$ cat src/rtl/mem_access_pipe.sv
// DLX MEM stage: data-memory req/ack access with store lane alignment, load extraction/extension,
// and registered WB outputs. Optional misalignment trap: define MEM_ACCESS_ALIGN_CHK_EN.
module mem_access_pipe #(
  parameter int DATA_WIDTH     = 32,
  parameter int REG_ADDR_WIDTH = 5
) (
  input  logic                      clk,
  input  logic                      rst,
  input  logic                      ex_valid_in,
  input  logic                      mem_rd_in,
  input  logic                      mem_wr_in,
  input  logic [1:0]                mem_size_in,
  input  logic                      mem_signed_in,
  input  logic [DATA_WIDTH-1:0]     alu_data_in,
  input  logic [DATA_WIDTH-1:0]     store_data_in,
  input  logic                      write_back_mux_sel_in,
  input  logic                      reg_wr_en_in,
  input  logic [REG_ADDR_WIDTH-1:0] reg_wr_addr_in,
  input  logic                      flush_in,
  output logic                      stall_out,
  output logic                      dmem_req,
  output logic                      dmem_we,
  output logic [DATA_WIDTH-1:0]     dmem_addr,
  output logic [DATA_WIDTH-1:0]     dmem_wdata,
  output logic [DATA_WIDTH/8-1:0]   dmem_be,
  input  logic [DATA_WIDTH-1:0]     dmem_rdata,
  input  logic                      dmem_ack,
  output logic                      wb_valid_out,
  output logic                      write_back_mux_sel_out,
  output logic [DATA_WIDTH-1:0]     alu_data_out,
  output logic                      reg_wr_en_out,
  output logic [REG_ADDR_WIDTH-1:0] reg_wr_addr_out,
  output logic [DATA_WIDTH-1:0]     mem_data_out,
  output logic                      misalign_out
);

  localparam int BE_W  = DATA_WIDTH / 8;
  localparam int OFF_W = $clog2(BE_W);

  typedef enum logic {S_IDLE, S_ACCESS} state_t;

  state_t                    r_state;
  logic                      r_rd;
  logic [1:0]                r_size;
  logic                      r_signed;
  logic [DATA_WIDTH-1:0]     r_alu;
  logic                      r_wbsel;
  logic                      r_wren;
  logic [REG_ADDR_WIDTH-1:0] r_waddr;
  logic                      r_flushed;

  logic                      r_req;
  logic                      r_we;
  logic [DATA_WIDTH-1:0]     r_addr;
  logic [DATA_WIDTH-1:0]     r_wdata;
  logic [BE_W-1:0]           r_be;
  logic                      r_wb_valid;
  logic                      r_wb_sel;
  logic [DATA_WIDTH-1:0]     r_alu_out;
  logic                      r_reg_wr_en;
  logic [REG_ADDR_WIDTH-1:0] r_reg_wr_addr;
  logic [DATA_WIDTH-1:0]     r_mem_data;
`ifdef MEM_ACCESS_ALIGN_CHK_EN
  logic                      r_misalign;
`endif

  logic [OFF_W-1:0]      w_off;
  logic                  w_mem_op;
  logic                  w_accept;
  logic                  w_bad;
  logic                  w_start;
  logic [DATA_WIDTH-1:0] w_wdata;
  logic [BE_W-1:0]       w_be;
  logic [DATA_WIDTH-1:0] w_shifted;
  logic [DATA_WIDTH-1:0] w_load;

  assign w_off    = alu_data_in[OFF_W-1:0];
  assign w_mem_op = mem_rd_in | mem_wr_in;
  assign w_accept = ex_valid_in & ~flush_in;

`ifdef MEM_ACCESS_ALIGN_CHK_EN
  logic w_misalign;
  always_comb begin
    w_misalign = 1'b0;
    case (mem_size_in)
      2'b00:   w_misalign = 1'b0;
      2'b01:   w_misalign = w_off[0];
      2'b10:   w_misalign = |w_off[1:0];
      default: w_misalign = |w_off;
    endcase
  end
  assign w_bad = w_accept & w_mem_op & w_misalign;
`else
  assign w_bad = 1'b0;
`endif

  assign w_start = w_accept & w_mem_op & ~w_bad;

  // Store data is replicated across every lane so the byte enables alone select the target bytes.
  always_comb begin
    w_wdata = store_data_in;
    w_be    = '1;
    case (mem_size_in)
      2'b00: begin
        w_wdata = {(BE_W){store_data_in[7:0]}};
        w_be    = BE_W'(1) << w_off;
      end
      2'b01: begin
        w_wdata = {(BE_W/2){store_data_in[15:0]}};
        w_be    = BE_W'(3) << w_off;
      end
      2'b10: begin
        w_wdata = {(BE_W/4){store_data_in[31:0]}};
        w_be    = BE_W'(4'hF) << w_off;
      end
      default: begin
        w_wdata = store_data_in;
        w_be    = '1;
      end
    endcase
  end

  assign w_shifted = dmem_rdata >> {r_alu[OFF_W-1:0], 3'b000};

  always_comb begin
    w_load = w_shifted;
    case (r_size)
      2'b00: begin
        if (r_signed) w_load = DATA_WIDTH'($signed(w_shifted[7:0]));
        else          w_load = DATA_WIDTH'(w_shifted[7:0]);
      end
      2'b01: begin
        if (r_signed) w_load = DATA_WIDTH'($signed(w_shifted[15:0]));
        else          w_load = DATA_WIDTH'(w_shifted[15:0]);
      end
      2'b10: begin
        if (r_signed) w_load = DATA_WIDTH'($signed(w_shifted[31:0]));
        else          w_load = DATA_WIDTH'(w_shifted[31:0]);
      end
      default: w_load = w_shifted;
    endcase
  end

  // A flush seen at any point of an access is remembered so the completed result is dropped.
  always_ff @(posedge clk or posedge rst) begin
    if (rst) begin
      r_state       <= S_IDLE;
      r_rd          <= 1'b0;
      r_size        <= 2'b00;
      r_signed      <= 1'b0;
      r_alu         <= '0;
      r_wbsel       <= 1'b0;
      r_wren        <= 1'b0;
      r_waddr       <= '0;
      r_flushed     <= 1'b0;
      r_req         <= 1'b0;
      r_we          <= 1'b0;
      r_addr        <= '0;
      r_wdata       <= '0;
      r_be          <= '0;
      r_wb_valid    <= 1'b0;
      r_wb_sel      <= 1'b0;
      r_alu_out     <= '0;
      r_reg_wr_en   <= 1'b0;
      r_reg_wr_addr <= '0;
      r_mem_data    <= '0;
`ifdef MEM_ACCESS_ALIGN_CHK_EN
      r_misalign    <= 1'b0;
`endif
    end else begin
      case (r_state)
        S_IDLE: begin
`ifdef MEM_ACCESS_ALIGN_CHK_EN
          r_misalign <= w_bad;
`endif
          if (w_accept && !w_mem_op) begin
            r_wb_valid    <= 1'b1;
            r_wb_sel      <= write_back_mux_sel_in;
            r_alu_out     <= alu_data_in;
            r_reg_wr_en   <= reg_wr_en_in;
            r_reg_wr_addr <= reg_wr_addr_in;
          end else begin
            r_wb_valid    <= 1'b0;
            r_wb_sel      <= 1'b0;
            r_alu_out     <= '0;
            r_reg_wr_en   <= 1'b0;
            r_reg_wr_addr <= '0;
          end
          r_mem_data <= '0;
          if (w_start) begin
            r_rd      <= mem_rd_in;
            r_size    <= mem_size_in;
            r_signed  <= mem_signed_in;
            r_alu     <= alu_data_in;
            r_wbsel   <= write_back_mux_sel_in;
            r_wren    <= reg_wr_en_in;
            r_waddr   <= reg_wr_addr_in;
            r_flushed <= 1'b0;
            r_req     <= 1'b1;
            r_we      <= mem_wr_in;
            r_addr    <= {alu_data_in[DATA_WIDTH-1:OFF_W], OFF_W'(0)};
            r_wdata   <= w_wdata;
            r_be      <= w_be;
            r_state   <= S_ACCESS;
          end
        end
        S_ACCESS: begin
          if (flush_in) r_flushed <= 1'b1;
          if (dmem_ack) begin
            r_req     <= 1'b0;
            r_we      <= 1'b0;
            r_addr    <= '0;
            r_wdata   <= '0;
            r_be      <= '0;
            r_flushed <= 1'b0;
            r_state   <= S_IDLE;
            if (r_flushed || flush_in) begin
              r_wb_valid    <= 1'b0;
              r_wb_sel      <= 1'b0;
              r_alu_out     <= '0;
              r_reg_wr_en   <= 1'b0;
              r_reg_wr_addr <= '0;
              r_mem_data    <= '0;
            end else begin
              r_wb_valid    <= 1'b1;
              r_wb_sel      <= r_wbsel;
              r_alu_out     <= r_alu;
              r_reg_wr_en   <= r_wren;
              r_reg_wr_addr <= r_waddr;
              r_mem_data    <= r_rd ? w_load : '0;
            end
          end
        end
        default: r_state <= S_IDLE;
      endcase
    end
  end

  assign stall_out              = (r_state == S_ACCESS);
  assign dmem_req               = r_req;
  assign dmem_we                = r_we;
  assign dmem_addr              = r_addr;
  assign dmem_wdata             = r_wdata;
  assign dmem_be                = r_be;
  assign wb_valid_out           = r_wb_valid;
  assign write_back_mux_sel_out = r_wb_sel;
  assign alu_data_out           = r_alu_out;
  assign reg_wr_en_out          = r_reg_wr_en;
  assign reg_wr_addr_out        = r_reg_wr_addr;
  assign mem_data_out           = r_mem_data;
`ifdef MEM_ACCESS_ALIGN_CHK_EN
  assign misalign_out           = r_misalign;
`else
  assign misalign_out           = 1'b0;
`endif

endmodule

$ cat config.mk
export PLATFORM = sky130hd
export DESIGN_NAME = mem_access_pipe
export DESIGN_NICKNAME = d
export VERILOG_FILES = /design/src/rtl/mem_access_pipe.sv
export SDC_FILE = /design/constraint.sdc
export NUM_CORES = 1
export LEC_CHECK = 0
export ABC_AREA = 0
export BUFFER_PORTS_ARGS = -buffer_cell sky130_fd_sc_hd__buf_2
export CORE_MARGIN = 1.5
export CORE_UTILIZATION = 35
export CTS_BUF_LIST = sky130_fd_sc_hd__clkbuf_8
export CTS_CLUSTER_SIZE = 40
export DETAILED_ROUTE_END_ITERATION = 10
export PLACE_DENSITY = 0.64
export SYNTH_ARGS = -nofsm -noshare
export SYNTH_HDL_FRONTEND = slang
export SYNTH_SLANG_ARGS = --single-unit
$ cat constraint.sdc
create_clock -name clk -period 14.11 [get_ports clk]
set_clock_uncertainty 0.1 [all_clocks]
set_input_delay 0.7055 -clock clk [delete_from_list [all_inputs] [get_ports clk]]
set_output_delay 0.7055 -clock clk [all_outputs]
set_load 0.01 [all_outputs]
==> results_dict.tcl, run 1 <==
set metrics [dict create \
    finalNonFillerCells 1275 \
    critPathBufInv 2 \
    drc 0 \
    yosys_warnings 0 \
    start_util_pct 36.09 \
    cts_buffer_depth 2 \
    synth_xor_area_share_pct 0 \
    power_frac_clock_pct 29.8 \
    rsz0062_at_grt "no" \
    drive_above_1_share_pct 31.58 \
    slowest_stage "buf_4" \
    cts_sinks 185 \
    viasPerCell 5.075 \
    crit_path_frequent_cell "buf_4" \
    arrival_ns 3.32 \
    synth_cell_types 35 \
    grt_max_degree 115 \
    place_inst 1239 \
    ant_nets 0 \
    seq_area_um2 4629 \
    grt_antenna_before_repair 4 \
    globalplace.congestion 0.7962 \
    grt_usage_pct 18.73 \
    drv_cap 0 \
    power_frac_seq_pct 49.9 \
    worstPathMaxFanout 88 \
    gr-total-overflow 0 \
    clk-insertion-delay-late_ns 0.46 \
    yosys_register_bits 185 \
    hold_ws_ns 0.2487 \
    yosys_most_used_dff "dfrtp_1" \
    fmax_mhz 325.7 \
    hp-class "primary input to asynchronous set/reset pin" \
    cts_resized 0 \
    min_period_ns 3.071 \
    nFillCells 2158 \
    fin_crit_sh_pct 21.76 \
    io_buffers 253 \
    finalInstanceArea_um2 9843 \
    dr_total_vias 6471 \
    synth_compound_area_share_pct 20.12 \
    p_sw_uw 411.8 \
    area_delta_synth_final_pct 23.83 \
    synth_area_um2 7949 \
    ir_worst_vdd_uv 54.46 \
    cp_cell_sequence "nor3b_2 -> nor2b_4 -> buf_4 -> a21oi_4 -> buf_4 -> a22o_1" \
    synthMuxAreaShare_pct 4.313 \
    utilization_pct 44.69 \
    max_stage_delay_ns 0.74 \
    grt_pass1_vias 6270 \
    synth_top_family_by_area "compound AO/OA/AOI/OAI gates" \
    cts_root_buf "clkbuf_8" \
    synthAdderAreaFrac_pct 0.6296 \
    required_ns 14.36 \
    grt_pass1_wl_um 34940 \
    wl_per_cell_um 17.07 \
    cts_setup_buffers 0 \
    synth_top_area_share_pct 58.24 \
    start_kind "flop" \
    dieArea_um2 23620 \
    p_leak_nw 5.085 \
    ioPinCount 257 \
    p_int_uw 882.8 \
    yosysMostFrequentCell "dfrtp_1" \
    drt_iter0_drc 354 \
    die_h_um 153.7 \
    relSlewSlack_pct 32.28 \
    hold_viol_final 0 \
    first_pass_iters 5 \
    synthCells 761 \
    ctsHoldBuffers 0 \
    tns_ns 0 \
    synth_top_cells_by_area "dfrtp_1 58%, nand2_1 8.6%, a22o_1 5.3%" \
    htreeDepth 4 \
    crit_type "flop to flop" \
    power_frac_comb_pct 20.3 \
    setup_viol 0 \
    hpwlAfterDp_um 14480 \
    synth_common_cells "185 x dfrtp_1, 182 x nand2_1, 66 x o21ai_1" \
    drv_slew 0 \
    cts_buffers 17 \
    status "finished, final reports clean" \
    die_x_um 153.7 \
    worstMarginPinSlew_ns 1.014 \
    core_area_um2 22030 \
    num-nets-final 1095 \
    critPathCaptureType "flop" \
    ys_seq_area_share_pct 58.24 \
    cts_tree "yes" \
    multi_input_area_um2 3078 \
    cts.clk_slew.worst_paths_ns 0.11 \
    routed_wl_um 21770 \
    synth-simple-area-share_pct 13.03 \
    power_density_nw_per_um2 131.5 \
    synth_area_leader_cell "dfrtp_1" \
    place_area_um2 9407 \
    synth_edf_count 0 \
    synth_area_per_cell_um2 10.45 \
    async_reset_ff_share_pct 100.0 \
    p_sw_share_pct 31.81 \
    crit_family "buffers and inverters" \
    num_rows 54 \
]
## worst reg2reg max path, stage by stage (launching register included)
cell and delay, ns:
dfrtp_1 0.49, nor3b_2 0.44, nor2b_4 0.22, buf_4 0.74
a21oi_4 0.30, buf_4 0.40, a22o_1 0.28
## cells by family after synthesis
kind of cell | Yosys count
AOI/OAI and AO/OA | 226
adders and majority gates | 4
buffers and inverters | 69
DFF | 185
muxes | 32
other | 1
and+or+nand+nor | 244
## area by class of cell
type | count | area share, %
tap | 280 | 3.559
clock buffer | 18 | 2.517
multi-input combinational | 509 | 31.27
clock inverter | 14 | 1.818
timing repair buffer | 261 | 13.47
inverter | 4 | 0.2288
antenna | 4 | 0.1017
sequential | 185 | 47.03
## through the flow
| step | power, mW | setup slack, ns |
|---|---|---|
| after global placement | 0.9177 | 10.72 |
| after detailed placement | 0.9210 | 10.66 |
| after CTS | 1.309 | 10.97 |
| final | 1.295 | 11.04 |
| after global routing | 1.370 | 10.78 |
| after floorplan | 0.8121 | 8.276 |
## flip-flops by register name (all words and copies together) (netlist names), 2 cells and up
register / flops
reg_wr_addr_out: 5
dmem_wdata: 32
mem_data_out: 32
r_size: 2
r_waddr: 5
dmem_be: 4
dmem_addr: 30
r_alu: 32
alu_data_out: 32
## metal layers
layer | up-vias | wire, um | GRT usage (%)
li1 | 3119 | - | -
met1 | 3116 | 10480 | 26.95
met2 | 207 | 9660 | 27.24
met3 | 27 | 1249 | 4.453
met4 | 2 | 363 | 7.258
met5 | - | 13 | 0
## placed cells by master, fill, tap and decap left out, types with 2 or more instances in the layout
cell type	synthesis	final
buf_2	11	253
dfrtp_1	185	185
nand2_1	182	182
o21ai_1	66	65
a22o_1	48	48
a22oi_1	39	39
nor2_1	37	37
o2bb2ai_1	28	28
mux2i_1	23	23
a21oi_1	19	18
clkbuf_8	0	18
a221o_1	16	16
o21ai_0	9	9
nand3b_1	8	8
buf_4	4	8
mux2_2	7	7
inv_8	0	5
diode_2	0	4
ha_1	4	4
nand2b_1	3	3
inv_1	4	3
conb_1	1	3
inv_6	0	3
clkinv_4	0	3
nor2b_4	0	2
or2_1	2	2
bufinv_16	0	2
## power groups by stage
| stage | combinational [mW] | clock [mW] | sequential [mW] |
|---|---|---|---|
| 6_report | 0.263 | 0.385 | 0.647 |
| 5_1_grt | 0.291 | 0.422 | 0.657 |
| 4_1_cts | 0.266 | 0.396 | 0.646 |
| 3_5_place_dp | 0.267 | 0 | 0.654 |
| 3_3_place_gp | 0.262 | 0 | 0.656 |
| 2_1_floorplan | 0.146 | 0 | 0.666 |
## worst paths after layout
check / from / slack (ns) / depth (start not counted) / endpoint
hold / removal: rst / 0.25 / 2 / dmem_wdata[19]
setup / recovery: stall_out / 11.04 / 6 / dmem_wdata[4]
hold reg to reg: dmem_req / 0.38 / 2 / dmem_req
setup reg to reg: stall_out / 11.04 / 6 / dmem_wdata[4]
min in group clk: reg_wr_en_in / 0.35 / 3 / r_wren
max in group asynchronous: rst / 12.14 / 3 / r_size[0]
(Power assumes the default switching activity.)
==> run 2, diff against run 1 <==
==> constraint.sdc (replaced) <==
create_clock -name clk -period 3 [get_ports clk]
set_clock_uncertainty 0.1 [all_clocks]
set_input_delay 0.15 -clock clk [delete_from_list [all_inputs] [get_ports clk]]
set_output_delay 0.15 -clock clk [all_outputs]
set_load 0.01 [all_outputs]
==> results_dict.tcl, run 2 (same netlist as run 1, synthesis figures left out) <==
set metrics [dict create \
    rsz0062_at_grt "no" \
    drv_slew 0 \
    globalplace.congestion 0.8291 \
    finalInstanceArea_um2 10870 \
    dr_total_vias 7009 \
    tns_ns 0 \
    gr-total-overflow 0 \
    hold_viol_final 0 \
    fin_ws_ns 0.2763 \
    grt_pass1_vias 6930 \
    viasPerCell 5.075 \
    p_leak_nw 5.512 \
    nFillCells 2005 \
    hpwlAfterDp_um 15080 \
    drv_cap 0 \
    power_density_nw_per_um2 554.8 \
    start_kind "flop" \
    required_ns 3.29 \
    ant_nets 0 \
    utilization_pct 49.36 \
    cts_sinks 185 \
    p_sw_share_pct 31.79 \
    first_pass_iters 6 \
    cts_buffer_depth 2 \
    mostFrequentLayoutCell "buf_2" \
    ioPinCount 257 \
    min_period_ns 2.724 \
    cts_tree "yes" \
    start_util_pct 36.09 \
    num-nets-final 1205 \
    preCtsSetupSlack_ns 0.7408 \
    htreeDepth 4 \
    cts_resized 0 \
    num_rows 54 \
    core_area_um2 22030 \
    die_x_um 153.7 \
    ir_worst_vdd_uv 258.1 \
    final_cell_mix "253 x buf_2, 185 x dfrtp_1, 182 x nand2_1, 103 x dlygate4sd3_1, 65 x o21ai_1" \
    wl_per_cell_um 17.17 \
    area_delta_synth_final_pct 36.79 \
    place_area_um2 9480 \
    power_frac_seq_pct 50.2 \
    die_h_um 153.7 \
    crit_type "flop to flop" \
    drt_iter0_drc 337 \
    grt_antenna_before_repair 1 \
    drive_above_1_share_pct 28.91 \
    cts_setup_buffers 0 \
    power_frac_comb_pct 23.2 \
    p_int_mw 4.115 \
    relSlewSlack_pct 38.72 \
    p_sw_mw 1.918 \
    cts.clk_slew.worst_paths_ns 0.10 \
    status "finished, final reports clean" \
    routed_wl_um 23710 \
    io_buffers 253 \
    critPathCaptureType "flop" \
    cts_buffers 17 \
    ctsHoldBuffers 103 \
    hp-class "primary input to flop" \
    worstPathMaxFanout 87 \
    grt_max_degree 114 \
    dieArea_um2 23620 \
    clk-insertion-delay-late_ns 0.45 \
    worstMarginPinSlew_ns 0.9192 \
    fin_crit_sh_pct 90.79 \
    fmax_mhz 367.2 \
    cts_root_buf "clkbuf_8" \
    power_frac_clock_pct 26.6 \
    grt_pass1_wl_um 38160 \
    seq_area_um2 4629 \
    setup_viol 0 \
    drc 0 \
    multi_input_area_um2 3078 \
    arrival_ns 3.01 \
    grt_usage_pct 20.43 \
]
## run 2: changes by cell type in the layout (fill, tap and decap cells not counted), sizes merged
cell         before  now
buf             261  268
bufinv            2    1
clkbuf           18   17
clkinvlp          0    5
diode             4    1
dlygate4sd3       0  103
inv              11    7
## run 2: final timing paths
path,start,endpoint,slack (ns),cells after the start
worst min register to register,r_alu[12],r_alu[12],0.38,2
worst max-delay path,stall_out,dmem_wdata[31],0.28,6
min in group asynchronous,rst,dmem_wdata[21],0.27,4
worst min-delay path,dmem_rdata[3],mem_data_out[3],0.04,5
max in group asynchronous,rst,alu_data_out[1],1.71,4
worst max register to register,stall_out,dmem_wdata[31],0.28,6
## run 2: layout make-up
type | instances | area share, %
timing repair buffer | 371 | 22.39
clock buffer | 17 | 2.152
multi-input combinational | 509 | 28.31
inverter | 4 | 0.1726
antenna | 1 | 0.02302
sequential | 185 | 42.58
clock inverter | 14 | 1.151
tap | 280 | 3.222
## run 2: critical path, stage by stage, from the launching register on
cell	delay, ns
dfrtp_1	0.48
nor3b_2	0.48
nor2b_4	0.30
buf_12	0.34
o21ai_1	0.16
o2bb2ai_1	0.16
dlygate4sd3_1	0.57
## run 2: per-layer routing
layer / vias up / global-route usage [%] / share of wire [%]
met4: 0 / 7.536 / 2.8
met2: 244 / 31.61 / 46
met1: 3391 / 28.35 / 46
met3: 45 / 4.200 / 4.8
met5: - / 0 / 0
li1: 3329 / - / -
## run 2: per-stage QoR
| step | hold slack, ns | power, mW | instances |
|---|---|---|---|
| after CTS | 0.003375 | 6.088 | 1380 |
| after floorplan | 0.1554 | 3.820 | 763 |
| after global placement | 0.2605 | 4.338 | 1246 |
| after detailed placement | 0.2676 | 4.355 | 1246 |
| after global routing | 0.05956 | 6.359 | 1381 |
| final | 0.04214 | 6.032 | 1381 |
## run 2: power by group through the flow
stage | clock network (mW) | logic [mW] | registers [mW]
finish | 1.61 | 1.40 | 3.03
global route | 1.75 | 1.53 | 3.07
CTS | 1.66 | 1.40 | 3.03
detailed placement | 0 | 1.29 | 3.07
global placement | 0 | 1.27 | 3.07
floorplan | 0 | 0.688 | 3.13
==> run 3, diff against run 2 <==
--- a/config.mk
+++ b/config.mk
@@ -12,7 +12,6 @@
 export CTS_BUF_LIST = sky130_fd_sc_hd__clkbuf_8
 export CTS_CLUSTER_SIZE = 40
 export DETAILED_ROUTE_END_ITERATION = 10
-export PLACE_DENSITY = 0.64
 export SYNTH_ARGS = -nofsm -noshare
 export SYNTH_HDL_FRONTEND = slang
 export SYNTH_SLANG_ARGS = --single-unit
==> results_dict.tcl, run 3 (same netlist as run 1, synthesis figures left out) <==
set metrics [dict create \
    area_delta_synth_final_pct 37.53 \
    cts_buffers 17 \
    rrSetupSlack_ns 0.30 \
    rsz0062_at_grt "no" \
    num_rows 54 \
    power_density_nw_per_um2 562.1 \
    routed_wl_um 23350 \
    met2_usage_pct 32.67 \
    clk-insertion-delay-late_ns 0.45 \
    drv_cap 0 \
    r2r-end "dmem_wdata[31]" \
    start_util_pct 36.09 \
    grt_antenna_before_repair 1 \
    globalplace.congestion 0.8151 \
    io_buffers 253 \
    gr-max-usage-layer "met2" \
    arrival_ns 2.95 \
    cts_sinks 185 \
    num-nets-final 1206 \
    drc 0 \
    power_frac_comb_pct 22.8 \
    drive_above_1_share_pct 28.70 \
    cts_tree "yes" \
    multi_input_area_um2 3077 \
    grtUsageMet1_pct 27.35 \
    hold_path_depth 5 \
    viasPerCell 5.037 \
    grt_pass1_wl_um 37880 \
    drt_iter0_drc 409 \
    worstPathMaxFanout 68 \
    max_stage_delay_ns 0.57 \
    ant_nets 0 \
    grtUsageMet3_pct 3.579 \
    utilization_pct 49.63 \
    fin_ws_ns 0.3012 \
    p_sw_mw 1.925 \
    cts_setup_buffers 0 \
    tns_ns 0 \
    relSlewSlack_pct 44.59 \
    min_from "dmem_rdata[6]" \
    cp_cell_sequence "nor3b_2 -> nor2b_4 -> a21oi_4 -> buf_4 -> o2bb2ai_1 -> dlygate4sd3_1" \
    grt_pass1_vias 7043 \
    final_cell_mix "253 x buf_2, 185 x dfrtp_1, 182 x nand2_1, 105 x dlygate4sd3_1, 65 x o21ai_1" \
    fmax_mhz 370.5 \
    p_leak_nw 5.541 \
    ir_worst_vdd_uv 284.5 \
    mostFrequentLayoutCell "buf_2" \
    preCtsSetupSlack_ns 0.7945 \
    start_kind "flop" \
    cts_root_buf "clkbuf_8" \
    seq_area_um2 4629 \
    hp-class "primary input to flop" \
    setup_viol 0 \
    gr-total-overflow 0 \
    die_x_um 153.7 \
    die_h_um 153.7 \
    crit_type "flop to flop" \
    dieArea_um2 23620 \
    reg2regPathDepth 6 \
    grt_usage_pct 20.24 \
    critPathCaptureType "flop" \
    status "finished, final reports clean" \
    required_ns 3.25 \
    cts_buffer_depth 2 \
    drv_slew 0 \
    power_frac_seq_pct 49.2 \
    hpwlAfterDp_um 14740 \
    power_frac_clock_pct 28.0 \
    ioPinCount 257 \
    reg2reg_from "stall_out" \
    cts.clk_slew.worst_paths_ns 0.10 \
    nFillCells 2023 \
    htreeDepth 4 \
    grt_max_degree 128 \
    dr_total_vias 6961 \
    fin_crit_sh_pct 89.96 \
    hold_end "mem_data_out[6]" \
    critPathBufInv 2 \
    first_pass_iters 4 \
    slowest_stage "dlygate4sd3_1" \
    worstMarginPinSlew_ns 0.8280 \
    core_area_um2 22030 \
    p_int_mw 4.220 \
    hold_viol_final 0 \
    min_period_ns 2.699 \
    crit_family "buffers and inverters" \
    p_sw_share_pct 31.33 \
    wl_per_cell_um 16.89 \
]
## run 3: cell types whose count changed in the layout (fill, tap and decap cells not counted), moves of 2 or more
| cell | delta |
|---|---|
| buf_4 | -2 |
| inv_8 | +2 |
| inv_6 | +2 |
| dlygate4sd3_1 | +2 |
| clkinv_2 | -2 |
| clkinv_4 | -2 |
## run 3: layout make-up
type	count	share of cell area, %
Sequential cell	185	42.35
Multi-Input combinational cell	509	28.14
Timing Repair Buffer	372	22.50
Tap cell	280	3.205
Clock buffer	17	2.140
Clock inverter	14	1.465
Inverter	4	0.1717
Antenna cell	1	0.02289
## run 3: worst max-delay path by stage
| stage | from | endpoint | slack (ns) | cells after the start |
|---|---|---|---|---|
| after floorplan | rst | alu_data_out[0] | 0.37 | 1 |
| after global placement | stall_out | mem_data_out[18] | 0.84 | 4 |
| after detailed placement | stall_out | mem_data_out[24] | 0.79 | 4 |
| after CTS | stall_out | dmem_wdata[30] | 0.33 | 6 |
| after global routing | stall_out | dmem_wdata[31] | 0.19 | 6 |
| final | stall_out | dmem_wdata[31] | 0.30 | 6 |
## run 3: repair_timing
item                                   CTS  global route
resized for setup                        0             0
setup endpoints to repair                0             0
hold buffers                           105             0
endpoints found under the hold margin  352             0
## run 3: power by group through the flow
stage	Combinational, mW	Sequential (mW)	Clock (mW)
after floorplan	0.688	3.13	0
after global placement	1.27	3.06	0
after detailed placement	1.29	3.06	0
after CTS	1.41	3.02	1.79
after global routing	1.54	3.07	1.88
final	1.40	3.02	1.72
## run 3: layer usage
metal	vias to the layer above	wire, um	part of all wire [%]
met2	202	11020	47
li1	3335	-	-
met5	-	0	0
met4	0	559	2.4
met1	3383	10860	47
met3	41	904	3.9
## run 3: stage by stage
stage	total power, mW	hold WS (ns)	instance area (um^2)	instances
final	6.144	0.01674	10930	1382
after global routing	6.491	0.01664	10930	1382
after CTS	6.216	0.004645	10930	1381
after detailed placement	4.350	0.1962	9484	1245
after global placement	4.333	0.1997	9484	1245
after floorplan	3.820	0.1554	7960	763
## run 3: worst reg2reg max path: cells and delay by family (launching register included)
family	cells	cell delay (ns)
buffers and inverters	2	0.95
and+or+nand+nor	2	0.76
DFF	1	0.49
AOI/OAI and AO/OA	2	0.30
